$ cat src/rtl/ahb_pkg.sv
// Shared AHB-Lite encodings used by the bridge and its environment.
package ahb_pkg;

  localparam logic [1:0] HTRANS_IDLE   = 2'b00;
  localparam logic [1:0] HTRANS_BUSY   = 2'b01;
  localparam logic [1:0] HTRANS_NONSEQ = 2'b10;
  localparam logic [1:0] HTRANS_SEQ    = 2'b11;

  localparam logic [2:0] HBURST_SINGLE = 3'b000;

  localparam logic HRESP_OKAY  = 1'b0;
  localparam logic HRESP_ERROR = 1'b1;

  localparam logic [2:0] HSIZE_BYTE  = 3'd0;
  localparam logic [2:0] HSIZE_HALF  = 3'd1;
  localparam logic [2:0] HSIZE_WORD  = 3'd2;
  localparam logic [2:0] HSIZE_DWORD = 3'd3;

  // Transfer size code for a full-width bus beat (32 or 64 bits).
  function automatic logic [2:0] hsize_for(input int unsigned data_width);
    return (data_width == 64) ? HSIZE_DWORD : HSIZE_WORD;
  endfunction

endpackage

$ cat src/rtl/apb_to_ahb_bridge_if.sv
// APB completer + AHB-Lite manager signal bundle seen by the bridge.
// slave  : the bridge (APB completer, drives the AHB manager outputs)
// master : the surrounding system (APB requester and AHB subordinate)
interface apb_to_ahb_bridge_if #(
  parameter int ADDR_WIDTH = 32,
  parameter int DATA_WIDTH = 32
);
  logic                  PSEL;
  logic                  PENABLE;
  logic [ADDR_WIDTH-1:0] PADDR;
  logic                  PWRITE;
  logic [DATA_WIDTH-1:0] PWDATA;
  logic [DATA_WIDTH-1:0] PRDATA;
  logic                  PREADY;
  logic                  PSLVERR;

  logic [ADDR_WIDTH-1:0] HADDR;
  logic [1:0]            HTRANS;
  logic                  HWRITE;
  logic [2:0]            HSIZE;
  logic [2:0]            HBURST;
  logic [DATA_WIDTH-1:0] HWDATA;
  logic [DATA_WIDTH-1:0] HRDATA;
  logic                  HREADY;
  logic                  HRESP;

  modport slave (
    input  PSEL, PENABLE, PADDR, PWRITE, PWDATA, HRDATA, HREADY, HRESP,
    output PRDATA, PREADY, PSLVERR, HADDR, HTRANS, HWRITE, HSIZE, HBURST, HWDATA
  );

  modport master (
    output PSEL, PENABLE, PADDR, PWRITE, PWDATA, HRDATA, HREADY, HRESP,
    input  PRDATA, PREADY, PSLVERR, HADDR, HTRANS, HWRITE, HSIZE, HBURST, HWDATA
  );
endinterface

$ cat src/rtl/apb_to_ahb_bridge.sv
// APB completer that turns each APB access into one single-beat AHB-Lite
// transfer. One FSM plus capture registers; every output is a flop.
module apb_to_ahb_bridge
  import ahb_pkg::*;
#(
  parameter int ADDR_WIDTH = 32,
  parameter int DATA_WIDTH = 32
) (
  input logic                HCLK,
  input logic                HRESET,
  apb_to_ahb_bridge_if.slave bus
);

  generate
    if (DATA_WIDTH != 32 && DATA_WIDTH != 64) begin : g_bad_width
      $error("apb_to_ahb_bridge: DATA_WIDTH must be 32 or 64");
    end
  endgenerate

  typedef enum logic [1:0] {S_IDLE, S_ADDR, S_DATA, S_DONE} state_e;

  state_e                state_q, state_d;
  logic [ADDR_WIDTH-1:0] haddr_q, haddr_d;
  logic                  hwrite_q, hwrite_d;
  logic [1:0]            htrans_q, htrans_d;
  logic [DATA_WIDTH-1:0] wdata_q, wdata_d;    // PWDATA captured at setup
  logic [DATA_WIDTH-1:0] hwdata_q, hwdata_d;
  logic [DATA_WIDTH-1:0] prdata_q, prdata_d;
  logic                  pready_q, pready_d;
  logic                  pslverr_q, pslverr_d;

  // Next-state and next-output decode; APB handshake is only looked at in
  // IDLE, so a requester that drops PSEL/PENABLE mid-access cannot stall
  // or truncate an AHB transfer already in flight.
  always_comb begin
    state_d   = state_q;
    haddr_d   = haddr_q;
    hwrite_d  = hwrite_q;
    htrans_d  = htrans_q;
    wdata_d   = wdata_q;
    hwdata_d  = hwdata_q;
    prdata_d  = prdata_q;
    pready_d  = pready_q;
    pslverr_d = pslverr_q;
    case (state_q)
      S_IDLE: begin
        if (bus.PSEL && !bus.PENABLE) begin
          haddr_d  = bus.PADDR;
          hwrite_d = bus.PWRITE;
          wdata_d  = bus.PWDATA;
          htrans_d = HTRANS_NONSEQ;
          state_d  = S_ADDR;
        end
      end
      S_ADDR: begin
        if (bus.HREADY) begin
          htrans_d = HTRANS_IDLE;
          hwdata_d = wdata_q;
          state_d  = S_DATA;
        end
      end
      S_DATA: begin
        // First cycle of a two-cycle ERROR has HREADY=0 and is just waited out.
        if (bus.HREADY) begin
          if (!hwrite_q) prdata_d = bus.HRDATA;
          pslverr_d = bus.HRESP;
          pready_d  = 1'b1;
          state_d   = S_DONE;
        end
      end
      S_DONE: begin
        pready_d  = 1'b0;
        pslverr_d = 1'b0;
        state_d   = S_IDLE;
      end
      default: state_d = S_IDLE;
    endcase
  end

  // State and output registers; reset aborts any transfer immediately.
  always_ff @(posedge HCLK or posedge HRESET) begin
    if (HRESET) begin
      state_q   <= S_IDLE;
      haddr_q   <= '0;
      hwrite_q  <= 1'b0;
      htrans_q  <= HTRANS_IDLE;
      wdata_q   <= '0;
      hwdata_q  <= '0;
      prdata_q  <= '0;
      pready_q  <= 1'b0;
      pslverr_q <= 1'b0;
    end else begin
      state_q   <= state_d;
      haddr_q   <= haddr_d;
      hwrite_q  <= hwrite_d;
      htrans_q  <= htrans_d;
      wdata_q   <= wdata_d;
      hwdata_q  <= hwdata_d;
      prdata_q  <= prdata_d;
      pready_q  <= pready_d;
      pslverr_q <= pslverr_d;
    end
  end

  assign bus.HADDR   = haddr_q;
  assign bus.HWRITE  = hwrite_q;
  assign bus.HTRANS  = htrans_q;
  assign bus.HWDATA  = hwdata_q;
  assign bus.HSIZE   = hsize_for(DATA_WIDTH);
  assign bus.HBURST  = HBURST_SINGLE;
  assign bus.PRDATA  = prdata_q;
  assign bus.PREADY  = pready_q;
  assign bus.PSLVERR = pslverr_q;

endmodule

$ cat src/flat_wrapper.sv
// flat-port wrapper written by rule: the top's interface ports become plain ports
module apb_to_ahb_bridge_flat import ahb_pkg::*;
#(
  parameter int ADDR_WIDTH = 32,
  parameter int DATA_WIDTH = 32
)
  (HCLK, HRESET, bus_PSEL, bus_PENABLE, bus_PADDR, bus_PWRITE, bus_PWDATA, bus_HRDATA, bus_HREADY, bus_HRESP, bus_PRDATA, bus_PREADY, bus_PSLVERR, bus_HADDR, bus_HTRANS, bus_HWRITE, bus_HSIZE, bus_HBURST, bus_HWDATA);
  apb_to_ahb_bridge_if #(.ADDR_WIDTH(ADDR_WIDTH), .DATA_WIDTH(DATA_WIDTH)) bus_i ();
  input logic HCLK;
  input logic HRESET;
  input wire logic [$bits(bus_i.PSEL)-1:0] bus_PSEL;
  input wire logic [$bits(bus_i.PENABLE)-1:0] bus_PENABLE;
  input wire logic [$bits(bus_i.PADDR)-1:0] bus_PADDR;
  input wire logic [$bits(bus_i.PWRITE)-1:0] bus_PWRITE;
  input wire logic [$bits(bus_i.PWDATA)-1:0] bus_PWDATA;
  input wire logic [$bits(bus_i.HRDATA)-1:0] bus_HRDATA;
  input wire logic [$bits(bus_i.HREADY)-1:0] bus_HREADY;
  input wire logic [$bits(bus_i.HRESP)-1:0] bus_HRESP;
  output wire logic [$bits(bus_i.PRDATA)-1:0] bus_PRDATA;
  output wire logic [$bits(bus_i.PREADY)-1:0] bus_PREADY;
  output wire logic [$bits(bus_i.PSLVERR)-1:0] bus_PSLVERR;
  output wire logic [$bits(bus_i.HADDR)-1:0] bus_HADDR;
  output wire logic [$bits(bus_i.HTRANS)-1:0] bus_HTRANS;
  output wire logic [$bits(bus_i.HWRITE)-1:0] bus_HWRITE;
  output wire logic [$bits(bus_i.HSIZE)-1:0] bus_HSIZE;
  output wire logic [$bits(bus_i.HBURST)-1:0] bus_HBURST;
  output wire logic [$bits(bus_i.HWDATA)-1:0] bus_HWDATA;
  assign bus_i.PSEL = bus_PSEL;
  assign bus_i.PENABLE = bus_PENABLE;
  assign bus_i.PADDR = bus_PADDR;
  assign bus_i.PWRITE = bus_PWRITE;
  assign bus_i.PWDATA = bus_PWDATA;
  assign bus_i.HRDATA = bus_HRDATA;
  assign bus_i.HREADY = bus_HREADY;
  assign bus_i.HRESP = bus_HRESP;
  assign bus_PRDATA = bus_i.PRDATA;
  assign bus_PREADY = bus_i.PREADY;
  assign bus_PSLVERR = bus_i.PSLVERR;
  assign bus_HADDR = bus_i.HADDR;
  assign bus_HTRANS = bus_i.HTRANS;
  assign bus_HWRITE = bus_i.HWRITE;
  assign bus_HSIZE = bus_i.HSIZE;
  assign bus_HBURST = bus_i.HBURST;
  assign bus_HWDATA = bus_i.HWDATA;
  apb_to_ahb_bridge #(.ADDR_WIDTH(ADDR_WIDTH), .DATA_WIDTH(DATA_WIDTH)) u_core (.HCLK(HCLK), .HRESET(HRESET), .bus(bus_i));
endmodule
$ cat config.mk
export PLATFORM = sky130hd
export DESIGN_NAME = apb_to_ahb_bridge_flat
export DESIGN_NICKNAME = d
export VERILOG_FILES = /design/src/rtl/ahb_pkg.sv /design/src/rtl/apb_to_ahb_bridge_if.sv /design/src/rtl/apb_to_ahb_bridge.sv /design/src/flat_wrapper.sv
export SDC_FILE = /design/constraint.sdc
export NUM_CORES = 1
export LEC_CHECK = 0
export ABC_AREA = 0
export BUFFER_PORTS_ARGS = -buffer_cell sky130_fd_sc_hd__buf_2
export CORE_MARGIN = 1.5
export CORE_UTILIZATION = 50
export CTS_CLUSTER_SIZE = 24
export DETAILED_ROUTE_END_ITERATION = 12
export GPL_TIMING_DRIVEN = 0
export PLACE_DENSITY = 0.86
export REMOVE_ABC_BUFFERS = 1
export SYNTH_ARGS = -nofsm -noshare
export SYNTH_HDL_FRONTEND = slang
export SYNTH_SLANG_ARGS = --single-unit
$ cat constraint.sdc
create_clock -name HCLK -period 8.8 [get_ports HCLK]
set_clock_uncertainty 0.1 [all_clocks]
set_input_delay 1.76 -clock HCLK [delete_from_list [all_inputs] [get_ports HCLK]]
set_output_delay 1.76 -clock HCLK [all_outputs]
set_load 0.05 [all_outputs]
==> metrics.md <==
| Metric | Value |
|---|---|
| Cells after Synth | 314 |
| Unrepaired setup endpoints after global routing | no |
| Clock Sinks | 134 |
| Worst EP arrival | 1.15 ns |
| Max clock buf depth | 2 |
| Starting Density | 50.96% |
| Top achievable clock speed | 332.3 MHz |
| Maximum Capacitance Violations | 0 |
| Min-Delay Path Depth | 1 |
| Final Max Slew Viols | 0 |
| Most instantiated cells after synthesis | 134 x dfrtp_1, 130 x mux2_2, 11 x buf_4 |
| # H-tree levels | 4 |
| Synth top area cells | dfrtp_1 65%, mux2_2 28%, buf_4 1.6% |
| Hold Crit Class | reg -> reg |
| Routability Congestion | 0.7166 |
| # hold bufs at CTS | 0 |
| GRT overflow | 0 |
| Final period util | 34.19% |
| Clk slew on worst S/H paths | 0.06 ns |
| ANT nets after route | 0 |
| Die Span X | approximately 100 µm |
| Largest net degree at the start of global routing | 81 |
| Final hold violations | 0 |
| DR iter-0 viols | 103 |
| Filler cells | 740 |
| Final #Nets | ~630 |
| Instance count on the critical path | 1 |
| Critical Path Max Stage Delay | roughly 0.36 ns |
| Worst Setup Start Kind | register |
| Cell Area, Placed | roughly 6300 µm² |
| Worst Setup End Kind | output pin |
| Post-synth EDFFs | 0 |
| Final WL | 10510 µm |
| Asr flop ratio synth | 100.0% |
| Multi-input gate area | 1672 µm² |
| Fraction of layout cells with a size suffix above 1 | between 60% and 70% |
| Num ports | 210 |
| Top-count cell post-synth | dfrtp_1 |
| Cts bufs inserted | 17 |
| HPWL after DPL | about 7500 µm |
| Worst setup path class | reg -> out |
| Seq/Total Area, Yosys | 64.61% |
| CP Cell Sequence | buf_2 |
| Least-Margin Pin Slew | 0.8121 ns |
| Syn-to-layout area delta | 33.58% |
| Final min period | roughly 3.0 ns |
| CORE AREA | 10180 µm² |
| Via density | 4.871 |
| CP max FO | 2 |
| TNS Setup | 0 ns |
| Storage element area | 3353 µm² |
| Syn Std Cell Area | 5190 µm² |
| Port bufs | 202 |
| Number of antenna diodes | 0 |
| Post-layout util | between 60% and 70% |
| Total Routing Usage GR | 19.97% |
| Vias in the first global route | 3515 |
| WP data required | slightly below 7 ns |
| Average wire per standard cell | 15.59 µm |
| Setup Viol. Count Final | 0 |
| Row count | 37 |
| Die area | 11000 µm² |
| First-pass DRT Iterations | 4 |
| DRC violations left | 0 |
| Die height | 104.9 µm |
| Clock latency at the later pin of the worst-skew pair | roughly 0.50 ns |
| Critical-path top delay cell | dfrtp_1 |
| Top cell family by delay on the critical path | flip-flops |
| Status | finished, final reports clean |
| Count of cell types in the netlist | 21 |
| Antenna violations before repair | 0 |
| Synth Flop Type | dfrtp_1 |
| CP Buf/Inv Count | 1 |
| Yosys reg bits | approximately 130 |
| Cts repair resizes | 0 |
| CTS tree | done |
| Worst r2r path cells | 4 |
| Root buf cell | clkbuf_8 |
| Synth warn | 0 |
| Vias post-DR | 3283 |
| Rel. slew slack | roughly 46% |
| Avg Cell Area, Syn | 16.53 µm² |
| First-pass GRT wire length | approximately 17000 µm |
| Post-CTS Setup Bufs | 0 |
| Final Cell Area | 6933 µm² |
| Post-synth top area share | about 65% |
| Yosys top cell by area | dfrtp_1 |
## layer usage
layer | GRT usage (%) | part of all wire (%) | vias up
li1 | - | - | 1508
met1 | 23.04 | 39 | 1634
met2 | 34.45 | 53 | 125
met3 | 6.675 | 6.5 | 16
met4 | 7.436 | 1.6 | 0
met5 | 0 | 0 | -
## state kept, by name (all words and copies together) (netlist names)
signal / cells
u_core.bus.HADDR: 32
u_core.bus.HTRANS: 1
u_core.bus.HWDATA: 32
u_core.bus.HWRITE: 1
u_core.bus.PRDATA: 32
u_core.bus.PREADY: 1
u_core.bus.PSLVERR: 1
u_core.state_q: 2
u_core.wdata_q: 32
## layout by cell type, fill, tap and decap left out, types with 2 or more instances in the layout
cell / n
clkbuf_16: 16
clkinv_2: 3
ha_1: 5
inv_1: 3
o21ai_0: 3
mux2_2: 130
conb_1: 7
bufinv_16: 3
nand2_1: 2
buf_2: 202
nor2_1: 2
nor2b_1: 2
buf_16: 2
buf_8: 3
dfrtp_1: 134
clkbuf_8: 4
clkinvlp_4: 5
## cell type report
| type | count | share of cell area, % |
|---|---|---|
| Inverter | 4 | 0.2888 |
| Multi-Input combinational cell | 161 | 24.11 |
| Sequential cell | 134 | 48.37 |
| Clock inverter | 12 | 2.184 |
| Clock buffer | 20 | 6.569 |
| Tap cell | 136 | 2.454 |
| Timing Repair Buffer | 207 | 16.03 |
## cells by family (layout without fill, tap and decap cells)
family,Yosys count,in the layout,share of synthesized area [%]
buffers and inverters,24,243,3.592
adders and majority gates,5,5,1.205
other,2,7,0.1447
AOI/OAI and AO/OA,8,8,0.9644
DFF,134,134,64.61
muxes,131,131,28.40
and+or+nand+nor,10,10,1.085
## stage by stage
| stage | std cells | worst slack, ns | hold WS [ns] |
|---|---|---|---|
| after floorplan | 299 | 3.357 | 0.3751 |
| after global placement | 637 | 2.201 | 0.3791 |
| after detailed placement | 642 | 5.440 | 0.3870 |
| after CTS | 674 | 5.748 | 0.4002 |
| after global routing | 674 | 5.724 | 0.4115 |
| final | 674 | 5.791 | 0.3969 |
## path summary, 6_finish.rpt
| kind | from | endpoint | slack, ns |
|---|---|---|---|
| setup reg to reg | u_core.state_q[0] | u_core.bus.PRDATA[31] | 6.57 |
| max in group asynchronous | HRESET | u_core.state_q[1] | 6.57 |
| min in group asynchronous | HRESET | u_core.bus.HADDR[22] | 1.30 |
| hold reg to reg | u_core.bus.HADDR[22] | u_core.bus.HADDR[22] | 0.40 |
| setup / recovery | u_core.bus.PRDATA[5] | bus_PRDATA[5] | 5.79 |
| hold / removal | u_core.bus.HADDR[22] | u_core.bus.HADDR[22] | 0.40 |
Power is left out: the tool's default activity adds up to more than one toggle a clock period on the data nets, which glitch-free logic cannot reach.
